===== src/rtl/bz_link_pkg.sv =====
// ---------------------------------------------------------------------------
// bz_link_pkg
// Shared definitions for the inter-board link receive path.
//   state_e    : packer FSM states (IDLE, DATA, DROP, EMIT)
//   ERR_CNT_W  : width of the saturating error counters
//   route_lsb  : bit position of the route field LSB in a header flit
//   ch_width   : channel-select width for a given number of channels
// ---------------------------------------------------------------------------
package bz_link_pkg;

   typedef enum logic [1:0] {
      ST_IDLE = 2'd0,
      ST_DATA = 2'd1,
      ST_DROP = 2'd2,
      ST_EMIT = 2'd3
   } state_e;

   localparam int ERR_CNT_W = 8;

   // Route occupies the top ROUTE_W bits of the header flit.
   function automatic int route_lsb(input int flit_w, input int route_w);
      return flit_w - route_w;
   endfunction

   // At least one bit of channel select, even for a single channel.
   function automatic int ch_width(input int num_ch);
      return (num_ch > 1) ? $clog2(num_ch) : 1;
   endfunction

endpackage


===== src/rtl/bz_sat_counter.sv =====
// ---------------------------------------------------------------------------
// bz_sat_counter
// Saturating up-counter; sticks at all-ones.
//   clk     : clock
//   clear_n : asynchronous active-low clear
//   inc     : count enable (one increment per cycle)
//   count   : current count value
// ---------------------------------------------------------------------------
module bz_sat_counter #(
   parameter int WIDTH = 8
) (
   input  logic             clk,
   input  logic             clear_n,
   input  logic             inc,
   output logic [WIDTH-1:0] count
);

   localparam logic [WIDTH-1:0] CNT_ONE = WIDTH'(1);
   localparam logic [WIDTH-1:0] CNT_MAX = {WIDTH{1'b1}};

   logic [WIDTH-1:0] count_r;

   // Count register: increments on inc until it reaches all-ones.
   always_ff @(posedge clk or negedge clear_n) begin
      if (!clear_n) begin
         count_r <= '0;
      end else if (inc && (count_r != CNT_MAX)) begin
         count_r <= count_r + CNT_ONE;
      end else begin
         count_r <= count_r;
      end
   end

   assign count = count_r;

endmodule


===== src/rtl/bz_link_rx_packer.sv =====
// ---------------------------------------------------------------------------
// bz_link_rx_packer
// Receive side of the inter-board flit link. Collects a header flit plus
// len data flits into one wide payload and presents it on the output
// channel selected by the low bits of the route field.
//   clk, reset_n     : core clock, asynchronous active-low reset
//   in_flit/in_valid : flit stream from the link
//   in_ready         : flit accepted on this edge when in_valid & in_ready
//   out_route/len    : route and data-flit count of the emitted packet
//   out_payload      : data flits, flit k at [k*FLIT_W +: FLIT_W]
//   out_valid        : one-hot valid on the selected channel
//   out_ready        : per-channel ready (only the selected bit matters)
//   err_len_cnt      : packets dropped because len > MAX_FLITS
//   err_timeout_cnt  : packets aborted by the inter-flit timeout
//   busy             : packer not idle
// ---------------------------------------------------------------------------
module bz_link_rx_packer
   import bz_link_pkg::*;
#(
   parameter int FLIT_W    = 11,
   parameter int ROUTE_W   = 6,
   parameter int LEN_W     = 3,
   parameter int MAX_FLITS = 4,
   parameter int NUM_CH    = 2,
   parameter int TIMEOUT   = 255
) (
   input  logic                          clk,
   input  logic                          reset_n,
   input  logic [FLIT_W-1:0]             in_flit,
   input  logic                          in_valid,
   output logic                          in_ready,
   output logic [ROUTE_W-1:0]            out_route,
   output logic [LEN_W-1:0]              out_len,
   output logic [FLIT_W*MAX_FLITS-1:0]   out_payload,
   output logic [NUM_CH-1:0]             out_valid,
   input  logic [NUM_CH-1:0]             out_ready,
   output logic [ERR_CNT_W-1:0]          err_len_cnt,
   output logic [ERR_CNT_W-1:0]          err_timeout_cnt,
   output logic                          busy
);

   localparam int PAYLOAD_W = FLIT_W * MAX_FLITS;
   localparam int ROUTE_LSB = route_lsb(FLIT_W, ROUTE_W);
   localparam int CH_W      = ch_width(NUM_CH);
   localparam int TO_W      = $clog2(TIMEOUT + 1);

   localparam logic [LEN_W-1:0] LEN_ZERO = LEN_W'(0);
   localparam logic [LEN_W-1:0] LEN_ONE  = LEN_W'(1);
   localparam logic [TO_W-1:0]  TO_ONE   = TO_W'(1);
   // Abort when the idle count would reach TIMEOUT on this edge.
   localparam logic [TO_W-1:0]  TO_LAST  = TO_W'(TIMEOUT - 1);

   // Registered state
   state_e                 state_r;
   logic [LEN_W-1:0]       rem_r;
   logic [LEN_W-1:0]       idx_r;
   logic [TO_W-1:0]        idle_r;
   logic [PAYLOAD_W-1:0]   payload_r;
   logic [ROUTE_W-1:0]     route_r;
   logic [LEN_W-1:0]       len_r;
   logic [CH_W-1:0]        ch_r;
   logic [NUM_CH-1:0]      out_valid_r;
   logic                   in_ready_r;
   logic                   busy_r;

   // Next-state values
   state_e                 state_nxt_s;
   logic [LEN_W-1:0]       rem_nxt_s;
   logic [LEN_W-1:0]       idx_nxt_s;
   logic [TO_W-1:0]        idle_nxt_s;
   logic [PAYLOAD_W-1:0]   payload_nxt_s;
   logic [ROUTE_W-1:0]     route_nxt_s;
   logic [LEN_W-1:0]       len_nxt_s;
   logic [CH_W-1:0]        ch_nxt_s;
   logic [NUM_CH-1:0]      out_valid_nxt_s;

   // Header decode and handshakes
   logic                   accept_s;
   logic [ROUTE_W-1:0]     hdr_route_s;
   logic [LEN_W-1:0]       hdr_len_s;
   logic [CH_W-1:0]        hdr_ch_s;
   logic                   len_err_inc_s;
   logic                   timeout_inc_s;

   assign accept_s    = in_valid & in_ready_r;
   assign hdr_route_s = in_flit[ROUTE_LSB +: ROUTE_W];
   assign hdr_len_s   = in_flit[LEN_W-1:0];
   assign hdr_ch_s    = (NUM_CH > 1) ? hdr_route_s[CH_W-1:0] : '0;

   // Packet FSM: header decode, data collection, drop and timeout handling.
   always_comb begin
      state_nxt_s   = state_r;
      rem_nxt_s     = rem_r;
      idx_nxt_s     = idx_r;
      idle_nxt_s    = idle_r;
      payload_nxt_s = payload_r;
      route_nxt_s   = route_r;
      len_nxt_s     = len_r;
      ch_nxt_s      = ch_r;
      len_err_inc_s = 1'b0;
      timeout_inc_s = 1'b0;

      case (state_r)
         ST_IDLE: begin
            if (accept_s) begin
               route_nxt_s   = hdr_route_s;
               len_nxt_s     = hdr_len_s;
               ch_nxt_s      = hdr_ch_s;
               payload_nxt_s = '0;
               idx_nxt_s     = LEN_ZERO;
               idle_nxt_s    = '0;
               rem_nxt_s     = hdr_len_s;
               if (hdr_len_s == LEN_ZERO) begin
                  state_nxt_s = ST_EMIT;
               end else if (int'(hdr_len_s) <= MAX_FLITS) begin
                  state_nxt_s = ST_DATA;
               end else begin
                  state_nxt_s = ST_DROP;
               end
            end else begin
               state_nxt_s = ST_IDLE;
            end
         end

         ST_DATA: begin
            if (accept_s) begin
               // Only the slot addressed by idx_r takes the flit.
               for (int k = 0; k < MAX_FLITS; k++) begin
                  payload_nxt_s[k*FLIT_W +: FLIT_W] =
                     (idx_r == LEN_W'(k)) ? in_flit : payload_r[k*FLIT_W +: FLIT_W];
               end
               idx_nxt_s  = idx_r + LEN_ONE;
               rem_nxt_s  = rem_r - LEN_ONE;
               idle_nxt_s = '0;
               if (rem_r == LEN_ONE) begin
                  state_nxt_s = ST_EMIT;
               end else begin
                  state_nxt_s = ST_DATA;
               end
            end else if (idle_r == TO_LAST) begin
               timeout_inc_s = 1'b1;
               payload_nxt_s = '0;
               rem_nxt_s     = LEN_ZERO;
               idle_nxt_s    = '0;
               state_nxt_s   = ST_IDLE;
            end else begin
               idle_nxt_s = idle_r + TO_ONE;
            end
         end

         ST_DROP: begin
            if (accept_s) begin
               rem_nxt_s  = rem_r - LEN_ONE;
               idle_nxt_s = '0;
               if (rem_r == LEN_ONE) begin
                  len_err_inc_s = 1'b1;
                  state_nxt_s   = ST_IDLE;
               end else begin
                  state_nxt_s = ST_DROP;
               end
            end else if (idle_r == TO_LAST) begin
               timeout_inc_s = 1'b1;
               rem_nxt_s     = LEN_ZERO;
               idle_nxt_s    = '0;
               state_nxt_s   = ST_IDLE;
            end else begin
               idle_nxt_s = idle_r + TO_ONE;
            end
         end

         ST_EMIT: begin
            // Only the selected channel's ready completes the handshake.
            if (out_ready[ch_r]) begin
               state_nxt_s = ST_IDLE;
            end else begin
               state_nxt_s = ST_EMIT;
            end
         end

         default: begin
            state_nxt_s = ST_IDLE;
         end
      endcase
   end

   // One-hot valid for the channel that will be presented next cycle.
   always_comb begin
      out_valid_nxt_s = '0;
      for (int k = 0; k < NUM_CH; k++) begin
         out_valid_nxt_s[k] = (state_nxt_s == ST_EMIT) && (ch_nxt_s == CH_W'(k));
      end
   end

   // State, datapath and output registers.
   always_ff @(posedge clk or negedge reset_n) begin
      if (!reset_n) begin
         state_r     <= ST_IDLE;
         rem_r       <= LEN_ZERO;
         idx_r       <= LEN_ZERO;
         idle_r      <= '0;
         payload_r   <= '0;
         route_r     <= '0;
         len_r       <= LEN_ZERO;
         ch_r        <= '0;
         out_valid_r <= '0;
         in_ready_r  <= 1'b0;
         busy_r      <= 1'b0;
      end else begin
         state_r     <= state_nxt_s;
         rem_r       <= rem_nxt_s;
         idx_r       <= idx_nxt_s;
         idle_r      <= idle_nxt_s;
         payload_r   <= payload_nxt_s;
         route_r     <= route_nxt_s;
         len_r       <= len_nxt_s;
         ch_r        <= ch_nxt_s;
         out_valid_r <= out_valid_nxt_s;
         in_ready_r  <= (state_nxt_s != ST_EMIT);
         busy_r      <= (state_nxt_s != ST_IDLE);
      end
   end

   assign in_ready    = in_ready_r;
   assign busy        = busy_r;
   assign out_valid   = out_valid_r;
   assign out_route   = route_r;
   assign out_len     = len_r;
   assign out_payload = payload_r;

   bz_sat_counter #(
      .WIDTH   (ERR_CNT_W)
   ) u_err_len_cnt (
      .clk     (clk),
      .clear_n (reset_n),
      .inc     (len_err_inc_s),
      .count   (err_len_cnt)
   );

   bz_sat_counter #(
      .WIDTH   (ERR_CNT_W)
   ) u_err_timeout_cnt (
      .clk     (clk),
      .clear_n (reset_n),
      .inc     (timeout_inc_s),
      .count   (err_timeout_cnt)
   );

endmodule


===== config.mk =====
export PLATFORM = sky130hd
export DESIGN_NAME = bz_link_rx_packer
export DESIGN_NICKNAME = d
export VERILOG_FILES = /design/src/rtl/bz_link_pkg.sv /design/src/rtl/bz_sat_counter.sv /design/src/rtl/bz_link_rx_packer.sv
export SDC_FILE = /design/constraint.sdc
export NUM_CORES = 1
export LEC_CHECK = 0
export ABC_AREA = 1
export BUFFER_PORTS_ARGS = -buffer_cell sky130_fd_sc_hd__buf_2
export CAP_MARGIN = 25
export CORE_ASPECT_RATIO = 0.6
export CORE_MARGIN = 2
export CORE_UTILIZATION = 30
export CTS_CLUSTER_DIAMETER = 120
export DETAILED_ROUTE_END_ITERATION = 8
export PLACE_DENSITY_LB_ADDON = 0.08
export SKIP_CTS_REPAIR_TIMING = 1
export SYNTH_ARGS = -nofsm -noshare
export SYNTH_HDL_FRONTEND = slang
export SYNTH_SLANG_ARGS = --single-unit

===== constraint.sdc =====
create_clock -name clk -period 3.1 [get_ports clk]
set_input_delay 0.155 -clock clk [delete_from_list [all_inputs] [get_ports clk]]
set_output_delay 0.155 -clock clk [all_outputs]
set_load 0.01 [all_outputs]

Yosys cells after proc, flatten, opt, wreduce, memory -nomap -nowiden
Index checks and enable logic that the tools add are counted.
- bits in registers: 90
- input port bits: 16
- output and inout bits: 73
- logic and storage cells: 103
- add/subtract/negate cells: 5
- order comparisons: 2
- equal/unequal tests: 20
- mux-type cells: 39
- bitwise operators: 2
- reductions and logical operators: 19
- operators with widths (cell ; number):
    two-way mux 44 bit ; 3
    case mux 44 bit (2 select lines) ; 1
    two-way mux 11 bit ; 4
    adder 8 x 1 -> 8 bit (second input constant) ; 3
    two-way mux 8 bit ; 3
    two-way mux 2 bit ; 9
    != test 8 bit (second input constant) ; 2
    case mux 8 bit (2 select lines) ; 1
    AND reduction 4 bit ; 4
    two-way mux 3 bit ; 5
    != test 3 bit (second input constant) ; 5
    case mux 3 bit (2 select lines) ; 2
    two-way mux 1 bit ; 10
    equality test 8 bit (second input constant) ; 1
    case mux 2 bit (4 select lines) ; 1
    equality test 2 bit (second input constant) ; 3
    equality test 3 x 1 -> 1 bit (second input constant) ; 2
    equality test 3 x 2 -> 1 bit (second input constant) ; 2
    zero test 3 bit ; 2
    != test 2 bit (second input constant) ; 3
    AND reduction 3 bit ; 2
    nonzero test 2 bit ; 3
    logical AND 1 bit ; 4
    AND reduction 2 bit ; 2
    other kinds (10) ; 10

Longest topological paths before layout
Gate-level depths: netlist of run 1.
- depth in word-level cells: 7
- depth in mapped cells: 13

Modules after synthesis
A second synthesis of run 1 with hierarchy kept.
- cell total of the unflattened synthesis: 491
- area total of the unflattened synthesis: 4360.4 µm²
- by module, submodules not included (module ; instances ; cells each ; area an instance (µm²) ; seq. area each (µm²)):
    bz_link_rx_packer ; 1 ; 367 ; 3407.0 ; 1851.8
    bz_sat_counter at u_err_len_cnt ; 1 ; 63 ; 483.0 ; 200.2
    bz_sat_counter at u_err_timeout_cnt ; 1 ; 61 ; 470.5 ; 200.2

Worst setup path after synthesis of run 1
OpenSTA, ideal clock, no wires.
- path type: reg2reg
- start: register state_r[1]
- end: register payload_r[38], in the netlist out_payload[38]
- library setup time: 119 ps
- data arrival time: 1458 ps
- path slack: 1523 ps
- cell stages (with the launch flop): 9
- buffers on the path: 1
- clock period less this slack: 1577 ps
- cells stage by stage: dfrtp_1 > inv_1 > ha_1 > inv_1 > o21ai_2 > o211a_4 > buf_6 > nand2_1 > o21a_1
- cells in the longest elaborated chain, start to end: 3
- ends and longest elaborated chain (element ; line ; RTL):
    start, declared ; bz_link_rx_packer.sv:54 ; state_e state_r;
    start signal, assigned ; bz_link_rx_packer.sv:209 ; state_r <= state_nxt_s;
    equality test 2 x 1 -> 1 bit or zero test 2 bit (tied branches) ; bz_link_rx_packer.sv:103 ; case (state_r)
    != test 3 bit (no source line) (tied with other cells) ; - ;
    AND reduction 4 bit (no source line) ; - ;
    end signal, assigned ; bz_link_rx_packer.sv:213 ; payload_r <= payload_nxt_s;
    end, declared ; bz_link_rx_packer.sv:58 ; logic [PAYLOAD_W-1:0] payload_r;
Parallel ways exist; a longest one is shown, timed or not.
A chain may end at the register's enable or synchronous reset.

Worst setup path after layout of run 1
- start: register state_r[0]
- end: register payload_r[9], in the netlist out_payload[9]
Same word-level chain as after synthesis.

==> results of run 1 <==
[metrics by stage]
stage	hold WS (ps)	util	total power [W]
floorplan	-141	-	0.00279
global placement	316	0.352	0.00331
CTS	-51.8	0.372	0.00441
global route	115	0.373	0.00469
finish	90.7	0.373	0.00432
detailed placement	320	0.352	0.00334
[flip-flops by register name (all words and copies together), names as in the netlist]
| signal | cells |
|---|---|
| out_payload | 44 |
| idle_r | 8 |
| u_err_len_cnt.count | 8 |
| u_err_timeout_cnt.count | 8 |
| out_route | 6 |
| idx_r | 3 |
| out_len | 3 |
| rem_r | 3 |
| out_valid | 2 |
| state_r | 2 |
| busy | 1 |
| ch_r | 1 |
| in_ready | 1 |
[per-layer routing]
layer	global-route usage	vias to the layer above	wire length, um	part of all wire
met3	0.0395	4	404	0.041
met1	0.201	1477	5320	0.54
li1	-	1589	-	-
met5	0	-	0	0
met2	0.207	53	4050	0.41
met4	0.0298	0	35	0.0036
[layout make-up]
cell class                 count  area, um2
fill                        1407       8540
sequential                    90       2250
multi-input combinational    288       1660
timing repair buffer          91        468
clock buffer                   9        225
tap                          175        219
inverter                      54        208
clock inverter                 7       52.6
[where the power goes]
| part | internal (W) | leakage [nW] | switching, W | total (W) |
|---|---|---|---|---|
| logic | 0.000578 | 1.28 | 0.000986 | 0.00156 |
| clock network | 0.000551 | 0.137 | 0.000483 | 0.00103 |
| registers | 0.00152 | 1.18 | 0.000210 | 0.00173 |
| total | 0.00264 | 2.60 | 0.00168 | 0.00432 |
[kinds of logic after synthesis]
logic type	count (synthesis)	synth area share
simple gates	179	0.208
flops	90	0.538
compound gates	77	0.106
buf+inv	65	0.0663
fa+ha+maj	16	0.0478
xor+xnor	15	0.0314
mux	1	0.00269
[worst max path at each step]
stage	from	endpoint	slack (ps)	cells past startpoint
floorplan	state_r[1]$_DFF_PN0_	out_payload[38]$_DFFE_PN0P_	1520	8
global placement	state_r[0]$_DFF_PN0_	out_payload[10]$_DFFE_PN0P_	1220	7
detailed placement	state_r[0]$_DFF_PN0_	out_payload[9]$_DFFE_PN0P_	1160	6
CTS	state_r[0]$_DFF_PN0_	out_payload[4]$_DFFE_PN0P_	1130	7
global route	state_r[0]$_DFF_PN0_	out_payload[2]$_DFFE_PN0P_	890	7
finish	state_r[0]$_DFF_PN0_	out_payload[9]$_DFFE_PN0P_	1160	7
[Yosys cell counts, drive strengths merged]
master	n
a21oi	5
buf	11
clkinv	1
dfrtp	90
ha	16
inv	53
mux2	1
nand2	117
nand3	16
nand4	7
nor2	35
nor3	2
o211a	1
o21a	11
o21ai	55
o22ai	4
o31ai	1
or2	2
xnor2	5
xor2	10
[tightest hold or removal path: stages]
cell     delay [ps]
buf_2            90
inv_1            60
o21ai_0          80
[cell usage in the layout (no fill, tap or decap), types with 9 or more instances in the layout]
cell       instances
buf_2             87
clkbuf_16          9
dfrtp_1           90
ha_1              16
inv_1             48
nand2_1          110
nand3_1           10
nor2_1            25
o21a_1            11
o21ai_0           34
o21ai_1           18
xor2_1            10
==> impl_results.md, run 1 <==
* Status: finished, final reports clean
* GP Congestion at between 0.8 and 0.9
* CP arrival at 2160 ps
* Worst slew pin tran at between 800 and 900 ps
* Worst Setup Start Kind: flop
* Root Buffer: clkbuf_16
* Global-route wire length before repair at 16200 um
* Ranking of synthesized cells by area: dfrtp_1 (54%), nand2_1 (9.9%), ha_1 (4.8%)
* Slowest CP cell: nand3_2
* Antenna diodes at 0
* PD cells at 850 nW/um2
* First drt pass iteration count at 5
* Sequential share of the synthesized area at 0.538
* Crit path kind: flop to flop
* Post-Route Setup TNS at 0 ps
* Initial antenna violation count at 0
* Fin crit period at 1940 ps
* R2R setup slack at 1160 ps
* Top cell type's share of synthesized area at 0.538
* Core ar. at 13600 um2
* R2R cell count at 7
* Pre-CTS setup slack at approximately 1200 ps
* Num CTS Buffers at 9
* Cell Area, Synth at 4190 um2
* Grt ovf at 0
* CP endpoint kind: flop
* Die height at 95.5 um
* Worst skew pair latency at 340 ps
* Crit Path Max Fanout at 22
* Avg Cell Area, Syn at approximately 9.5 um2
* Max Clock Freq at just over 500 MHz
* # IOs at between 80 and 90
* Top delay family on crit path: simple AND/OR/NAND/NOR gates
* Clock skew at 7.92 ps
* Min-delay worst type: input pin to flop
* Worst reg2reg endpoint: out_payload[9]$_DFFE_PN0P_
* Final hold vios at 0
* Rel. slew slack at 0.446
* Initial core utilization at 0.307
* Synthesized Nets at 475
* Distinct cells, synth at 34
* Share of cells above drive strength 1 at 0.263
* Area leader, netlist: dfrtp_1
* Tcrit/Tclk final at 0.627
* Total number of vias at 3123
* Die W at 157 um
* Placed insts at ~700
* Final instance count without filler cells at 714
* Min-delay src: in_flit[7]
* Vias per cell at 4.37
* Wirelength, routed at roughly 9800 um
* Total GRT Usage at 0.139
* Worst path cell trace: inv_1, ha_1, nand2_4, o21ai_2, nand3_2, nand2_1, o21ai_1
* TritonCTS clock tree: yes
* DRC Markers at 0
* Worst Hold End: out_route[2]$_DFFE_PN0P_
* Die area at 15000 um2
* Fin area at 5080 um2
* Maxcap violations at 0
* Buf/Inv on CP at 1
* Largest net degree at the start of global routing at 63
* Yosys warning count at 0
* Pins over their slew limit at 0
* H-tree Lvls at 3
* Area Growth Syn to Fin at 21.4%
* Static leakage at 2.60 nW
* Number of global-route vias before repair at roughly 3100
* FF+latch count, synth at 90
* # nets final at approximately 570
* RSZ-0062 raised after global routing: false
* Clock Pin Slew Worst Setup and Hold Paths at 70 ps
* Cells after Synth at 443
* Worst endpoint required time at 3310 ps
* DR iter-0 viols at 103
* DP HPWL at 7360 um
* Routed WL per cell at ~14 um
* IO Port Bufs at 88
* Sink Count at 90
* Max VDD drop at 0.266 mV
* Worst Hold Depth at 3
* Setup Viol. Count Final at 0
* Final worst slack at 1160 ps
* Rows at 33
* Antenna Nets Post-Route at 0
* Placed instance area at roughly 4800 um2
* Worst R2R Start: state_r[0]$_DFF_PN0_
* Clock Path Buffers at 2
* Crit path largest cell delay at 430 ps
No activity file was read; power rests on OpenSTA's default activity.
==> inputs of run 2 (changes only) <==
==> constraint.sdc (replaced) <==
create_clock -name clk -period 1.86 [get_ports clk]
set_input_delay 0.093 -clock clk [delete_from_list [all_inputs] [get_ports clk]]
set_output_delay 0.093 -clock clk [all_outputs]
set_load 0.01 [all_outputs]
==> run 2 against run 1 <==
Effect of this change:
- first-iteration DRC count is 59% higher
- wire length is 4.4% higher
- highest routed layer unchanged
- worst setup slack worse by 1000 ps
- clock skew is 1.7 ps higher
- global-route usage is 0.43 points higher
- hold slack worse by 57 ps
- power is 78% higher
- sequential cell count stayed put
==> impl_results.md, run 2 (synthesis gave the netlist of run 1 again) <==
* Number of global-route vias before repair at 3057
* Worst endpoint required time at roughly 2100 ps
* CP endpoint kind: flop
* Max reg flops at between 40 and 50
* Fin crit period at around 1700 ps
* Tcrit/Tclk final at 0.920
* Worst skew pair latency at 340 ps
* Worst path most repeated cell: nand2_1
* Initial antenna violation count at 0
* CP arrival at 1970 ps
* Total GRT Usage at 0.143
* Max VDD drop at about 0.45 mV
* Global-route wire length before repair at 16300 um
* Critical Path Source: state_r[0]$_DFF_PN0_
* Core ar. at around 14000 um2
* Min-delay worst type: input pin to flop
* Die W at between 150 and 200 um
* # nets final at around 580
* H-tree Lvls at 3
* Max Clock Freq at 584 MHz
* Leading cell type in the layout, fill and taps excluded: nand2_1
* Sink Count at 90
* Crit Path Max Fanout at 7
* Routed WL per cell at 14.2 um
* Placed instance area at 4860 um2
* Share of cells above drive strength 1 at 0.277
* Wirelength, routed at 10200 um
* TritonCTS clock tree: yes
* DP HPWL at roughly 7500 um
* Largest net degree at the start of global routing at 57
* Worst Hold Depth at 3
* Initial core utilization at 0.307
* Num CTS Buffers at 9
* RSZ-0062 raised after global routing: false
* IO Port Bufs at 88
* First drt pass iteration count at 4
* CP Capture Point: idle_r[6]$_DFFE_PN0P_
* Most frequent cells in the layout: nand2_1 (110), dfrtp_1 (90), buf_2 (87)
* Pins over their slew limit at 0
* Worst reg2reg endpoint: idle_r[6]$_DFFE_PN0P_
* Die area at 15000 um2
* Vias per cell at around 4.4
* Die height at 95.5 um
* Worst path cell trace: inv_1, ha_1, inv_2, nor2_2, nor2_4, inv_2, nor3_4, nand2_1, nand2_1, nand2_1, nor2_1
* Status: finished, final reports clean
* GP Congestion at between 0.8 and 0.9
* Worst Setup Start Kind: flop
* PD cells at 1470 nW/um2
* Post-Route Setup TNS at 0 ps
* Clock skew at 9.61 ps
* Static leakage at 2.67 nW
* Antenna Nets Post-Route at 0
* DRC Markers at 0
* Rel. slew slack at 0.684
* Root Buffer: clkbuf_16
* # IOs at 89
* Clock Path Buffers at 2
* Final hold vios at 0
* Worst slew pin tran at roughly 470 ps
* Total number of vias at 3157
* Antenna diodes at 0
* R2R setup slack at 150 ps
* Crit path kind: flop to flop
* Worst R2R Start: state_r[0]$_DFF_PN0_
* Grt ovf at 0
* R2R cell count at 11
* DR iter-0 viols at 164
* Maxcap violations at 0
* Clock Pin Slew Worst Setup and Hold Paths at 70 ps
* Slowest CP cell: dfrtp_1
* Setup Viol. Count Final at 0
* Fin area at 5240 um2
* Rows at 33
* Area Growth Syn to Fin at 25.1%
* Crit path largest cell delay at slightly below 400 ps
[run 2: cell types whose count changed in the layout (fill, tap and decap cells not counted), moves of 2 or more]
cell | previous run | this run
clkbuf_8 | 0 | 2
buf_4 | 3 | 10
bufinv_16 | 0 | 2
inv_6 | 3 | 1
clkinv_2 | 2 | 0
[run 2: stage by stage]
| step | hold WS [ps] | std cells | total power (W) | setup WS (ps) | utilization |
|---|---|---|---|---|---|
| after floorplan | -203 | 443 | 0.00465 | 283 | - |
| after global placement | 116 | 704 | 0.00562 | 179 | 0.357 |
| after detailed placement | 119 | 704 | 0.00567 | 99.1 | 0.357 |
| after CTS | -255 | 720 | 0.00775 | 87.7 | 0.381 |
| after global routing | 37.2 | 723 | 0.00830 | 8.78 | 0.385 |
| final | 33.5 | 723 | 0.00769 | 148 | 0.385 |
[run 2: worst min-delay path by stage]
stage                          start                  endpoint  slack (ps)
final                     in_flit[9]  out_route[4]$_DFFE_PN0P_          30
after global routing      in_flit[9]  out_route[4]$_DFFE_PN0P_          40
after detailed placement     reset_n     idle_r[5]$_DFFE_PN0P_         120
after global placement       reset_n     idle_r[5]$_DFFE_PN0P_         120
after CTS                    reset_n            ch_r$_DFF_PN0_        -250
after floorplan              reset_n            busy$_DFF_PN0_        -200
[run 2: per-layer routing]
layer  vias up  share of wire  GRT usage  routed length [um]
li1       1612              -          -                   -
met1      1470           0.55      0.212                5600
met2        64           0.40      0.205                4060
met3        11          0.046     0.0336                 472
met4         0          0.011     0.0482                 108
met5         -              0          0                   0
[run 2: critical path, delay by kind of cell (launching register included)]
family / cells / cell delay, ps
adder cells (fa/ha/maj): 1 / 280
flip-flops: 1 / 390
buffers and inverters: 3 / 290
AND/OR/NAND/NOR: 7 / 650
[run 2: power by group]
| part | total [W] | switching [W] | internal [W] | leakage, nW |
|---|---|---|---|---|
| clock | 0.00204 | 0.000785 | 0.00126 | 0.158 |
| combinational | 0.00278 | 0.00172 | 0.00106 | 1.33 |
| sequential | 0.00286 | 0.000337 | 0.00253 | 1.18 |
[run 2: layout make-up]
class | count | area [um2]
Sequential cell | 90 | 2250
Tap cell | 175 | 219
Inverter | 54 | 208
Clock inverter | 5 | 83.8
Clock buffer | 11 | 253
Fill cell | 1393 | 8390
Timing Repair Buffer | 99 | 541
Multi-Input combinational cell | 289 | 1680
